[config.mk]
export PLATFORM = sky130hd
export DESIGN_NAME = ir_queue_flat
export DESIGN_NICKNAME = d
export VERILOG_FILES = /design/src/rtl/ir_queue_if.sv /design/src/rtl/ir_queue.sv /design/src/flat_wrapper.sv
export SDC_FILE = /design/constraint.sdc
export NUM_CORES = 1
export LEC_CHECK = 0
export CAP_MARGIN = 20
export CORE_MARGIN = 2
export CORE_UTILIZATION = 40
export DETAILED_ROUTE_END_ITERATION = 16
export DONT_BUFFER_PORTS = 1
export PLACE_DENSITY = 0.59
export SYNTH_ARGS = -nofsm -noshare
export SYNTH_HDL_FRONTEND = slang
export SYNTH_SLANG_ARGS = --single-unit
[constraint.sdc]
create_clock -name clk -period 2.9 [get_ports clk]
set_clock_uncertainty 0.15 [all_clocks]
set_input_delay 0.145 -clock clk [delete_from_list [all_inputs] [get_ports clk]]
set_output_delay 0.145 -clock clk [all_outputs]
set_load 0.02 [all_outputs]
[src/rtl/ir_queue_if.sv]
// Opcode queue bus: producer/consumer side (master) and queue side (slave).
interface ir_queue_if #(
  parameter int unsigned OP_W  = 6,
  parameter int unsigned DEPTH = 4
);
  localparam int unsigned CW = $clog2(DEPTH) + 1;

  logic            loadIR;
  logic [OP_W-1:0] inop;
  logic            inpar;
  logic            next;
  logic            flush;
  logic [OP_W-1:0] opcode;
  logic            valid;
  logic            full;
  logic [CW-1:0]   count;
  logic            ovf;
  logic            perr;

  modport master (
    output loadIR, inop, inpar, next, flush,
    input  opcode, valid, full, count, ovf, perr
  );

  modport slave (
    input  loadIR, inop, inpar, next, flush,
    output opcode, valid, full, count, ovf, perr
  );
endinterface

[src/rtl/ir_queue.sv]
// ir_queue: DEPTH-entry FIFO of OP_W-bit opcodes feeding the decoder.
// The head entry is visible one cycle after it is loaded into an empty queue.
// Optional feature macro: IR_PARITY_EN stores an even-parity bit per entry
// and reports a parity error on the head; without it perr is tied low.
module ir_queue #(
  parameter int unsigned OP_W  = 6,
  parameter int unsigned DEPTH = 4
) (
  input  logic       clk,
  input  logic       rst,
  ir_queue_if.slave  bus
);
  localparam int unsigned PW = $clog2(DEPTH);
  localparam int unsigned CW = PW + 1;

  logic [OP_W-1:0] mem [DEPTH];
  logic [PW-1:0]   wr_ptr;
  logic [PW-1:0]   rd_ptr;
  logic [CW-1:0]   cnt;
  logic            ovf_q;

  logic            is_valid;
  logic            is_full;
  logic            pop;
  logic            push;
  logic            drop;
  logic [PW-1:0]   wr_ptr_nxt;
  logic [PW-1:0]   rd_ptr_nxt;
  logic [CW-1:0]   cnt_nxt;
  logic            ovf_nxt;

  // Handshake qualification: pop needs data, push needs room or a same-cycle pop.
  always_comb begin
    is_valid = (cnt != '0);
    is_full  = (cnt == CW'(DEPTH));
    pop      = bus.next & is_valid;
    push     = bus.loadIR & (~is_full | pop);
    drop     = bus.loadIR & ~push;
  end

  // Next pointer/count/overflow state; flush overrides any push or pop.
  always_comb begin
    wr_ptr_nxt = wr_ptr;
    rd_ptr_nxt = rd_ptr;
    cnt_nxt    = cnt;
    ovf_nxt    = ovf_q;
    if (bus.flush) begin
      wr_ptr_nxt = '0;
      rd_ptr_nxt = '0;
      cnt_nxt    = '0;
      ovf_nxt    = 1'b0;
    end else begin
      if (push) begin
        wr_ptr_nxt = wr_ptr + PW'(1);
      end
      if (pop) begin
        rd_ptr_nxt = rd_ptr + PW'(1);
      end
      if (push && !pop) begin
        cnt_nxt = cnt + CW'(1);
      end else if (pop && !push) begin
        cnt_nxt = cnt - CW'(1);
      end
      if (drop) begin
        ovf_nxt = 1'b1;
      end
    end
  end

  // Control state register with asynchronous reset.
  always_ff @(posedge clk or posedge rst) begin
    if (rst) begin
      wr_ptr <= '0;
      rd_ptr <= '0;
      cnt    <= '0;
      ovf_q  <= 1'b0;
    end else begin
      wr_ptr <= wr_ptr_nxt;
      rd_ptr <= rd_ptr_nxt;
      cnt    <= cnt_nxt;
      ovf_q  <= ovf_nxt;
    end
  end

  // Opcode storage; not reset since valid masks any stale entry.
  always_ff @(posedge clk) begin
    if (push && !bus.flush) begin
      mem[wr_ptr] <= bus.inop;
    end
  end

  assign bus.opcode = is_valid ? mem[rd_ptr] : '0;
  assign bus.valid  = is_valid;
  assign bus.full   = is_full;
  assign bus.count  = cnt;
  assign bus.ovf    = ovf_q;

`ifdef IR_PARITY_EN
  logic par_mem [DEPTH];
  logic head_par;

  // Parity bit stored alongside each opcode.
  always_ff @(posedge clk) begin
    if (push && !bus.flush) begin
      par_mem[wr_ptr] <= bus.inpar;
    end
  end

  assign head_par = is_valid ? par_mem[rd_ptr] : 1'b0;
  assign bus.perr = is_valid & (^bus.opcode ^ head_par);
`else
  logic unused_inpar;

  assign unused_inpar = bus.inpar;
  assign bus.perr     = 1'b0;
`endif

endmodule

[src/flat_wrapper.sv]
// flat-port wrapper written by rule: the top's interface ports become plain ports
module ir_queue_flat 
#(
  parameter int unsigned OP_W  = 6,
  parameter int unsigned DEPTH = 4
)
  (clk, rst, bus_loadIR, bus_inop, bus_inpar, bus_next, bus_flush, bus_opcode, bus_valid, bus_full, bus_count, bus_ovf, bus_perr);
  ir_queue_if #(.OP_W(OP_W), .DEPTH(DEPTH)) bus_i ();
  input  logic clk;
  input  logic rst;
  input wire logic [$bits(bus_i.loadIR)-1:0] bus_loadIR;
  input wire logic [$bits(bus_i.inop)-1:0] bus_inop;
  input wire logic [$bits(bus_i.inpar)-1:0] bus_inpar;
  input wire logic [$bits(bus_i.next)-1:0] bus_next;
  input wire logic [$bits(bus_i.flush)-1:0] bus_flush;
  output wire logic [$bits(bus_i.opcode)-1:0] bus_opcode;
  output wire logic [$bits(bus_i.valid)-1:0] bus_valid;
  output wire logic [$bits(bus_i.full)-1:0] bus_full;
  output wire logic [$bits(bus_i.count)-1:0] bus_count;
  output wire logic [$bits(bus_i.ovf)-1:0] bus_ovf;
  output wire logic [$bits(bus_i.perr)-1:0] bus_perr;
  assign bus_i.loadIR = bus_loadIR;
  assign bus_i.inop = bus_inop;
  assign bus_i.inpar = bus_inpar;
  assign bus_i.next = bus_next;
  assign bus_i.flush = bus_flush;
  assign bus_opcode = bus_i.opcode;
  assign bus_valid = bus_i.valid;
  assign bus_full = bus_i.full;
  assign bus_count = bus_i.count;
  assign bus_ovf = bus_i.ovf;
  assign bus_perr = bus_i.perr;
  ir_queue #(.OP_W(OP_W), .DEPTH(DEPTH)) u_core (.clk(clk), .rst(rst), .bus(bus_i));
endmodule
==> impl_metrics.tcl, run 1 <==
set metrics [dict create \
    status "finished, final reports clean" \
    endpoint_kind "flop" \
    holdBufCountCts 11 \
    leakagePower_nw 0.6621 \
    synth-warning-count 0 \
    drc 0 \
    cts_buffers 5 \
    holdWs_ps 14.67 \
    seq_area_frac_synth_pct 59.55 \
    critPathArrivalTime_ps 2000 \
    synth_top_area_share_pct 46.60 \
    synth-async-reset-ratio_pct 25.00 \
    crit_path_top_delay_cell "nor3b_1" \
    power_frac_comb_pct 36.8 \
    slew_violations 0 \
    setup_viol 0 \
    muxShareOfSynthArea_pct 12.46 \
    cts_tree "done" \
    ant_nets 0 \
    insertion_delay_ps 270 \
    period_needed_ps 2265 \
    avgViaCountPerCell 5.075 \
    synth_fa_ha_area_share_pct 4.531 \
    diodes 0 \
    placed_cells 152 \
    pwr-share-clk_pct 21.5 \
    die_area_mm2 0.004380 \
    worst_pin_slew_ps 1130 \
    synthesis.area_mm2 0.001546 \
    initialDrtViolationCount 51 \
    nNetsFinal 141 \
    crit_type "reg -> reg" \
    internal_power_w 0.0009273 \
    antenna_found_initial 0 \
    fmax_ghz 0.4415 \
    finalNonFillerCells 173 \
    drive_gt1_share_pct 16.80 \
    crit_chain "or3b_4, o21ai_0, nor3b_1" \
    path_clk_slew_ps 60 \
    tns_ps 0 \
    die_w_um 66.18 \
    hold_path.class "in -> reg" \
    start_util_pct 41.93 \
    pre_cts_slack_ps 629.4 \
    synth_flop_cell "edfxtp_1" \
    hold_viol_final 0 \
    ys_types 32 \
    syn_avg_cell_area_um2 14.32 \
    slew-limit-headroom_pct 24.48 \
    rows 22 \
    drtPass1Iterations 4 \
    sequentialPowerShare_pct 41.7 \
    gr-total-overflow 0 \
    worst_slack_ps 635.0 \
    cellPowerDensity_mw_per_mm2 793.9 \
    synth_seq_cells 32 \
    crit_path_max_incr_delay_ps 960 \
    clockBufferDepth 2 \
    avgRoutedWirePerCell_um 15.37 \
    grt_usage_pct 14.00 \
    grt_setup_unrepaired "false" \
    die_y_um 66.18 \
    post_cts_buffers 0 \
    core_mm2 0.003689 \
    cts_resized 0 \
    fin_crit_sh_pct 78.10 \
    yosys.area.top_type "edfxtp_1" \
    io_pins 25 \
    synth.most_common_cell "edfxtp_1" \
    fillers 348 \
    ctsHtreeMaxLevel 2 \
    globalplace.congestion 0.8227 \
    dp.final_hpwl_um 1879 \
    synth_xor_area_share_pct 1.699 \
    cts-root-buf "clkbuf_8" \
    synth_top_family_by_area "multiplexers" \
    cp_top_family "simple AND/OR/NAND/NOR gates" \
    synthesis.nets 125 \
    p_sw_w 0.0004932 \
    first_global_vias 908 \
    synth_area_leaders "edfxtp_1 (47%), dfrtp_1 (13%), mux4_2 (8.7%), ha_1 (3.2%), nor2b_1 (2.8%)" \
    synth_cells 108 \
    worstPathMaxFanout 6 \
    port_buffers 0 \
    drt_wl_total_um 2659 \
    via_count 878 \
    ys_top_cells_by_count "edfxtp_1 (24), nor2_1 (11), dfrtp_1 (8), inv_1 (7), nor2b_1 (7)" \
    clock_sink_count 32 \
    yosys.area_share.simple_pct 11.49 \
    maxCapViolations 0 \
    crit_buf_inv 0 \
    ir_worst_vdd_uv 452.3 \
    grt_max_degree 13 \
    area_delta_synth_final_pct 15.70 \
    synth-compound-area-share_pct 4.935 \
    synth_edf_count 24 \
    cp-start-kind "flop" \
    worstPathRequired_ps 2640 \
    grt_pass1_wl_um 4312 \
    swShare_pct 34.72 \
]
## layer usage
layer	up-vias	wire [µm]	global-route usage, %
met4	0	38	7.143
met3	5	156	5.281
met2	26	1309	22.00
li1	417	-	-
met5	-	0	0
met1	430	1154	16.70
## flip-flops by register name (all words and copies together), names as in the netlist
signal / count
u_core.bus.ovf: 1
u_core.wr_ptr: 2
u_core.mem: 24
u_core.bus.count: 3
u_core.rd_ptr: 2
## cell families (layout without fill, tap and decap cells)
family,Yosys count,count (layout)
AOI/OAI and AO/OA,10,10
xor gates and xnor gates,3,3
adders and majority gates,5,5
buffers and inverters,15,32
DFF,32,32
muxes,11,11
other,1,1
and+or+nand+nor,31,31
## stage by stage
step / cell area, µm² / total power [W] / utilization [%]
floorplan: 1546 / 0.001029 / -
global placement: 1584 / 0.001100 / 42.94
detailed placement: 1584 / 0.001111 / 42.94
CTS: 1774 / 0.001437 / 48.10
global route: 1789 / 0.001511 / 48.51
finish: 1789 / 0.001420 / 48.51
## layout by cell type, fill, tap and decap left out
master         netlist  layout
a221oi_1             1       1
a31oi_1              3       3
and3_1               1       1
buf_4                1       4
clkbuf_1             2       2
clkbuf_2             0       1
clkbuf_8             0       5
clkinv_1             0       1
conb_1               1       1
dfrtp_1              8       8
dlygate4sd3_1        0      12
edfxtp_1            24      24
fa_1                 1       1
ha_1                 4       4
inv_1                7       7
mux2_2               2       2
mux2_4               1       1
mux2i_1              2       2
mux4_2               6       6
nand2b_1             4       4
nor2_1              11      11
nor2b_1              7       7
nor3_1               1       1
nor3b_1              4       4
nor4b_1              1       1
o21a_1               1       1
o21a_4               1       1
o21ai_0              2       2
o311ai_0             1       1
o31ai_1              1       1
or3_1                1       1
or3b_4               1       1
xnor2_1              1       1
xor2_1               2       2
## power by group through the flow
stage | clock, W | combinational, W | sequential [W]
2_1_floorplan | 0 | 0.000435 | 0.000593
3_3_place_gp | 0 | 0.000498 | 0.000602
3_5_place_dp | 0 | 0.000507 | 0.000604
4_1_cts | 0.000316 | 0.000527 | 0.000594
5_1_grt | 0.000345 | 0.000566 | 0.000599
6_report | 0.000306 | 0.000522 | 0.000592
## layout make-up
cell class                 count  area [µm²]  share of cell area [%]
sequential                    32       920.9                   51.47
multi-input combinational     61       546.8                   30.56
timing repair buffer          17       155.1                   8.671
clock buffer                   7       76.32                   4.266
tap                           48       60.06                   3.357
inverter                       7       26.28                   1.469
clock inverter                 1       3.754                  0.2098
## final timing paths
| check | from | to | slack, ps | cells past startpoint |
|---|---|---|---|---|
| worst max-delay path | u_core.bus.count[2] | u_core.mem[0][2] | 630 | 3 |
| worst min-delay path | bus_next | u_core.bus.count[2] | 10 | 2 |
| worst max register to register | u_core.bus.count[2] | u_core.mem[0][2] | 630 | 3 |
| worst min register to register | u_core.wr_ptr[1] | u_core.wr_ptr[1] | 440 | 2 |
| max in group asynchronous | rst | u_core.wr_ptr[1] | 2260 | 2 |
| min in group asynchronous | rst | u_core.bus.ovf | 110 | 2 |
Power figures use the tool's default switching activity.
==> run 2, diff against run 1 <==
==> constraint.sdc (replaced) <==
create_clock -name clk -period 2.3 [get_ports clk]
set_clock_uncertainty 0.15 [all_clocks]
set_input_delay 0.115 -clock clk [delete_from_list [all_inputs] [get_ports clk]]
set_output_delay 0.115 -clock clk [all_outputs]
set_load 0.02 [all_outputs]
==> impl_metrics.tcl, run 2 (synthesis results as in run 1) <==
set metrics [dict create \
    layout_common_cells "edfxtp_1 (24), dlygate4sd3_1 (12), nor2_1 (11)" \
    setup_viol 0 \
    gr-total-overflow 0 \
    dp.final_hpwl_um 1810 \
    critPathArrivalTime_ps 2230 \
    internal_power_w 0.001184 \
    fillers 337 \
    clockBufferDepth 2 \
    largest_reg_flops 24 \
    via_count 897 \
    port_buffers 0 \
    design_area_mm2 0.001817 \
    holdPathEnd "u_core.bus.count[0]" \
    maxCapViolations 0 \
    grt_usage_pct 14.70 \
    nNetsFinal 143 \
    leakagePower_nw 0.6762 \
    area_delta_synth_final_pct 17.48 \
    hold_viol_final 0 \
    core_mm2 0.003689 \
    slew-limit-headroom_pct 37.67 \
    worst_pin_slew_ps 933.0 \
    cp-start-kind "flop" \
    globalplace.congestion 0.7935 \
    fin_crit_sh_pct 96.69 \
    ctsHtreeMaxLevel 2 \
    reg2reg_depth 7 \
    ir_worst_vdd_uv 542.2 \
    drive_gt1_share_pct 21.26 \
    worstPathMaxFanout 3 \
    drt_wl_total_um 2786 \
    io_pins 25 \
    drtPass1Iterations 4 \
    layout_commonest_cell "edfxtp_1" \
    worstPathRequired_ps 2300 \
    endpoint_kind "flop" \
    diodes 0 \
    crit_path_top_delay_cell "or3b_4" \
    timing.rr.start "u_core.bus.count[0]" \
    power_frac_comb_pct 37.1 \
    cts_buffers 5 \
    placed_cells 153 \
    status "finished, final reports clean" \
    crit_type "reg -> reg" \
    pwr-share-clk_pct 22.4 \
    regMostFlops "u_core.mem" \
    path_clk_slew_ps 70 \
    r2r-end "u_core.bus.count[2]" \
    start_util_pct 41.93 \
    fmax_ghz 0.4497 \
    finalNonFillerCells 175 \
    crit_chain "or3b_4, buf_4, and3_1, fa_2, nand2b_1, mux2i_1, a31oi_1" \
    worst_hold_startpoint "bus_loadIR" \
    placed_area_mm2 0.001592 \
    initialDrtViolationCount 21 \
    avgViaCountPerCell 5.126 \
    sequentialPowerShare_pct 40.6 \
    holdPathStages 2 \
    grt_pass1_wl_um 4402 \
    avgRoutedWirePerCell_um 15.92 \
    drc 0 \
    crit_buf_inv 1 \
    cts_tree "done" \
    rrSetupSlack_ps 80 \
    ant_nets 0 \
    insertion_delay_ps 280 \
    die_w_um 66.18 \
    grt_max_degree 13 \
    cellPowerDensity_mw_per_mm2 1010 \
    period_needed_ps 2224 \
    die_area_mm2 0.004380 \
    slew_violations 0 \
    first_global_vias 882 \
    swShare_pct 35.47 \
    p_sw_w 0.0006510 \
    hold_path.class "in -> reg" \
    post_cts_buffers 0 \
    cts-root-buf "clkbuf_8" \
    rows 22 \
    die_y_um 66.18 \
    clock_sink_count 32 \
    crit_path_max_incr_delay_ps 390 \
    antenna_found_initial 0 \
    cp_top_family "simple AND/OR/NAND/NOR gates" \
]
-- run 2: stage by stage --
step | setup TNS [ps] | hold WS [ps] | setup slack [ps] | utilization (%) | total power [W]
after floorplan | 0 | -219.3 | 45.29 | - | 0.001297
after global placement | 0 | -172.3 | 56.12 | 43.15 | 0.001395
after detailed placement | 0 | -171.4 | 37.12 | 43.15 | 0.001408
after CTS | 0 | 8.226 | 11.35 | 48.34 | 0.001840
after global routing | -22.38 | 29.22 | -22.38 | 49.25 | 0.001956
final | 0 | 32.22 | 76.08 | 49.25 | 0.001835
-- run 2: worst register-to-register path: cells and delay by family, from the launching register on --
family          cells  cell delay [ps]
mux                 1              180
simple gates        3              750
buf+inv             1              150
flops               1              370
compound gates      1              110
fa+ha+maj           1              370
-- run 2: how the worst max path moves through the flow --
stage	cells past startpoint	endpoint	start	slack, ps
after floorplan	7	u_core.bus.count[2]	u_core.bus.count[0]	50
after global placement	7	u_core.bus.count[2]	u_core.bus.count[0]	60
after detailed placement	3	u_core.mem[2][0]	u_core.bus.count[2]	40
after CTS	3	u_core.mem[2][1]	u_core.bus.count[2]	10
after global routing	7	u_core.bus.count[2]	u_core.bus.count[0]	-20
final	7	u_core.bus.count[2]	u_core.bus.count[0]	80
-- run 2: final cells by class --
type                    count  area, µm²  area share, %
clock inverters             1      5.005         0.2755
flip-flops and latches     32      920.9          50.69
inverters                   7      26.28          1.446
well taps                  48      60.06          3.306
multi-input cells          61      560.5          30.85
repair buffers             19      167.7          9.229
clock buffers               7      76.32          4.201
-- run 2: layer usage --
metal,vias to the layer above,wire length (µm),global-route usage (%),part of all wire [%]
li1,424,-,-,-
met1,444,1194,16.84,43
met2,22,1333,23.13,48
met3,7,201,7.496,7.2
met4,0,56,6.122,2.0
met5,-,0,0,0
-- run 2: repair_timing --
action	in CTS	in global routing
hold buffers	11	1
setup endpoints to repair	0	7
gates resized for setup	0	3
endpoints found under the hold margin	40	12
-- run 2: power groups by stage --
stage                     logic (W)  registers, W  clock network [W]
after CTS                  0.000674      0.000749           0.000416
after global routing       0.000746      0.000758           0.000453
after detailed placement   0.000647      0.000761                  0
final                      0.000680      0.000745           0.000411
after floorplan            0.000549      0.000748                  0
after global placement     0.000636      0.000758                  0
==> run 3, diff against run 2 <==
--- a/config.mk
+++ b/config.mk
@@ -6,6 +6,7 @@
 export NUM_CORES = 1
 export LEC_CHECK = 0
 export CAP_MARGIN = 20
+export CORE_ASPECT_RATIO = 0.6
 export CORE_MARGIN = 2
 export CORE_UTILIZATION = 40
 export DETAILED_ROUTE_END_ITERATION = 16
==> impl_metrics.tcl, run 3 (synthesis results as in run 1) <==
set metrics [dict create \
    p_sw_w 0.0006527 \
    worst_pin_slew_ps 1054 \
    avgViaCountPerCell 5.082 \
    sequentialPowerShare_pct 40.9 \
    diodes 0 \
    placed_area_mm2 0.001583 \
    avgRoutedWirePerCell_um 16.36 \
    rows 17 \
    port_buffers 0 \
    worstPathMaxFanout 6 \
    regMostFlops "u_core.mem" \
    cts_tree "done" \
    io_pins 25 \
    layout_common_cells "edfxtp_1 (24), nor2_1 (11), dlygate4sd3_1 (11)" \
    cts_buffers 5 \
    register_area_um2 920.9 \
    die_w_um 84.27 \
    maxCapViolations 0 \
    hold_viol_final 0 \
    drt_wl_total_um 2782 \
    largest_reg_flops 24 \
    holdWs_ps 0.6823 \
    via_count 864 \
    pre_cts_slack_ps 59.39 \
    critPathArrivalTime_ps 1960 \
    status "finished, final reports clean" \
    antenna_found_initial 0 \
    fillers 343 \
    grt_pass1_wl_um 4443 \
    leakagePower_nw 0.6540 \
    swShare_pct 35.67 \
    grt_setup_unrepaired "true" \
    setup_viol 0 \
    final_util_pct 48.35 \
    dp.final_hpwl_um 1909 \
    pwr-share-clk_pct 21.6 \
    globalplace.congestion 0.7639 \
    cts-root-buf "clkbuf_8" \
    gr-total-overflow 0 \
    die_area_mm2 0.004396 \
    drive_gt1_share_pct 17.07 \
    grt_usage_pct 13.91 \
    multi_input_area_um2 553.0 \
    internal_power_w 0.001177 \
    fin_crit_sh_pct 96.45 \
    insertion_delay_ps 270 \
    layout_commonest_cell "edfxtp_1" \
    ir_worst_vdd_uv 356.4 \
    crit_type "reg -> reg" \
    path_clk_slew_ps 60 \
    slew_violations 0 \
    nNetsFinal 139 \
    first_global_vias 880 \
    fmax_ghz 0.4508 \
    cellPowerDensity_mw_per_mm2 1028 \
    power_frac_comb_pct 37.5 \
    initialDrtViolationCount 44 \
    hold_path.class "in -> reg" \
    cp-start-kind "flop" \
    rrSetupSlack_ps 80 \
    ctsHtreeMaxLevel 2 \
    area_delta_synth_final_pct 15.05 \
    clock_sink_count 32 \
    slew-limit-headroom_pct 29.59 \
    core_mm2 0.003680 \
    endpoint_kind "flop" \
    worstPathRequired_ps 2040 \
    design_area_mm2 0.001779 \
    ant_nets 0 \
    period_needed_ps 2218 \
    drc 0 \
    grt_max_degree 13 \
    die_y_um 52.17 \
    start_util_pct 42.03 \
    drtPass1Iterations 4 \
    clockBufferDepth 2 \
    worst_slack_ps 81.73 \
]
[run 3: critical path, cell delays in order (launching register included)]
cell and delay (ps):
dfrtp_1 370, or3b_4 250, o21ai_0 160, nor3b_1 900
[run 3: power groups by stage]
stage | registers (W) | logic, W | clock network, W
global placement | 0.000763 | 0.000633 | 0
detailed placement | 0.000764 | 0.000646 | 0
CTS | 0.000753 | 0.000681 | 0.000401
finish | 0.000749 | 0.000686 | 0.000395
floorplan | 0.000748 | 0.000549 | 0
global route | 0.000759 | 0.000741 | 0.000433
[run 3: final cells by class]
| type | count | area share (%) |
|---|---|---|
| Clock inverter | 1 | 0.2110 |
| Timing Repair Buffer | 15 | 7.876 |
| Clock buffer | 7 | 4.290 |
| Sequential cell | 32 | 51.76 |
| Tap cell | 47 | 3.305 |
| Multi-Input combinational cell | 61 | 31.08 |
| Inverter | 7 | 1.477 |
[run 3: timing repair]
item,CTS,global route
setup endpoints to repair,0,16
resized for setup,0,1
buffers inserted,0,0
hold endpoints to repair,40,0
hold buffers,11,0
[run 3: final timing paths]
check                               startpoint                   to  depth (start not counted)
max in group asynchronous                  rst     u_core.rd_ptr[1]                          2
min                                  bus_flush     u_core.mem[2][2]                          1
max reg2reg                u_core.bus.count[2]     u_core.mem[0][4]                          3
min reg2reg                   u_core.wr_ptr[1]     u_core.wr_ptr[1]                          2
min in group asynchronous                  rst  u_core.bus.count[2]                          2
max                        u_core.bus.count[2]     u_core.mem[0][4]                          3
[run 3: per-stage QoR]
step	setup TNS, ps	instances	total power (W)
after detailed placement	0	151	0.001410
final	0	170	0.001830
after global routing	-505.1	170	0.001933
after global placement	0	151	0.001396
after CTS	0	170	0.001835
after floorplan	0	108	0.001297
[run 3: per-layer routing]
metal | vias up | global-route usage [%] | part of all wire [%]
li1 | 416 | - | -
met1 | 429 | 20.18 | 52
met2 | 15 | 19.44 | 42
met3 | 4 | 5.556 | 4.7
met4 | 0 | 3.226 | 0.61
met5 | - | 0 | 0
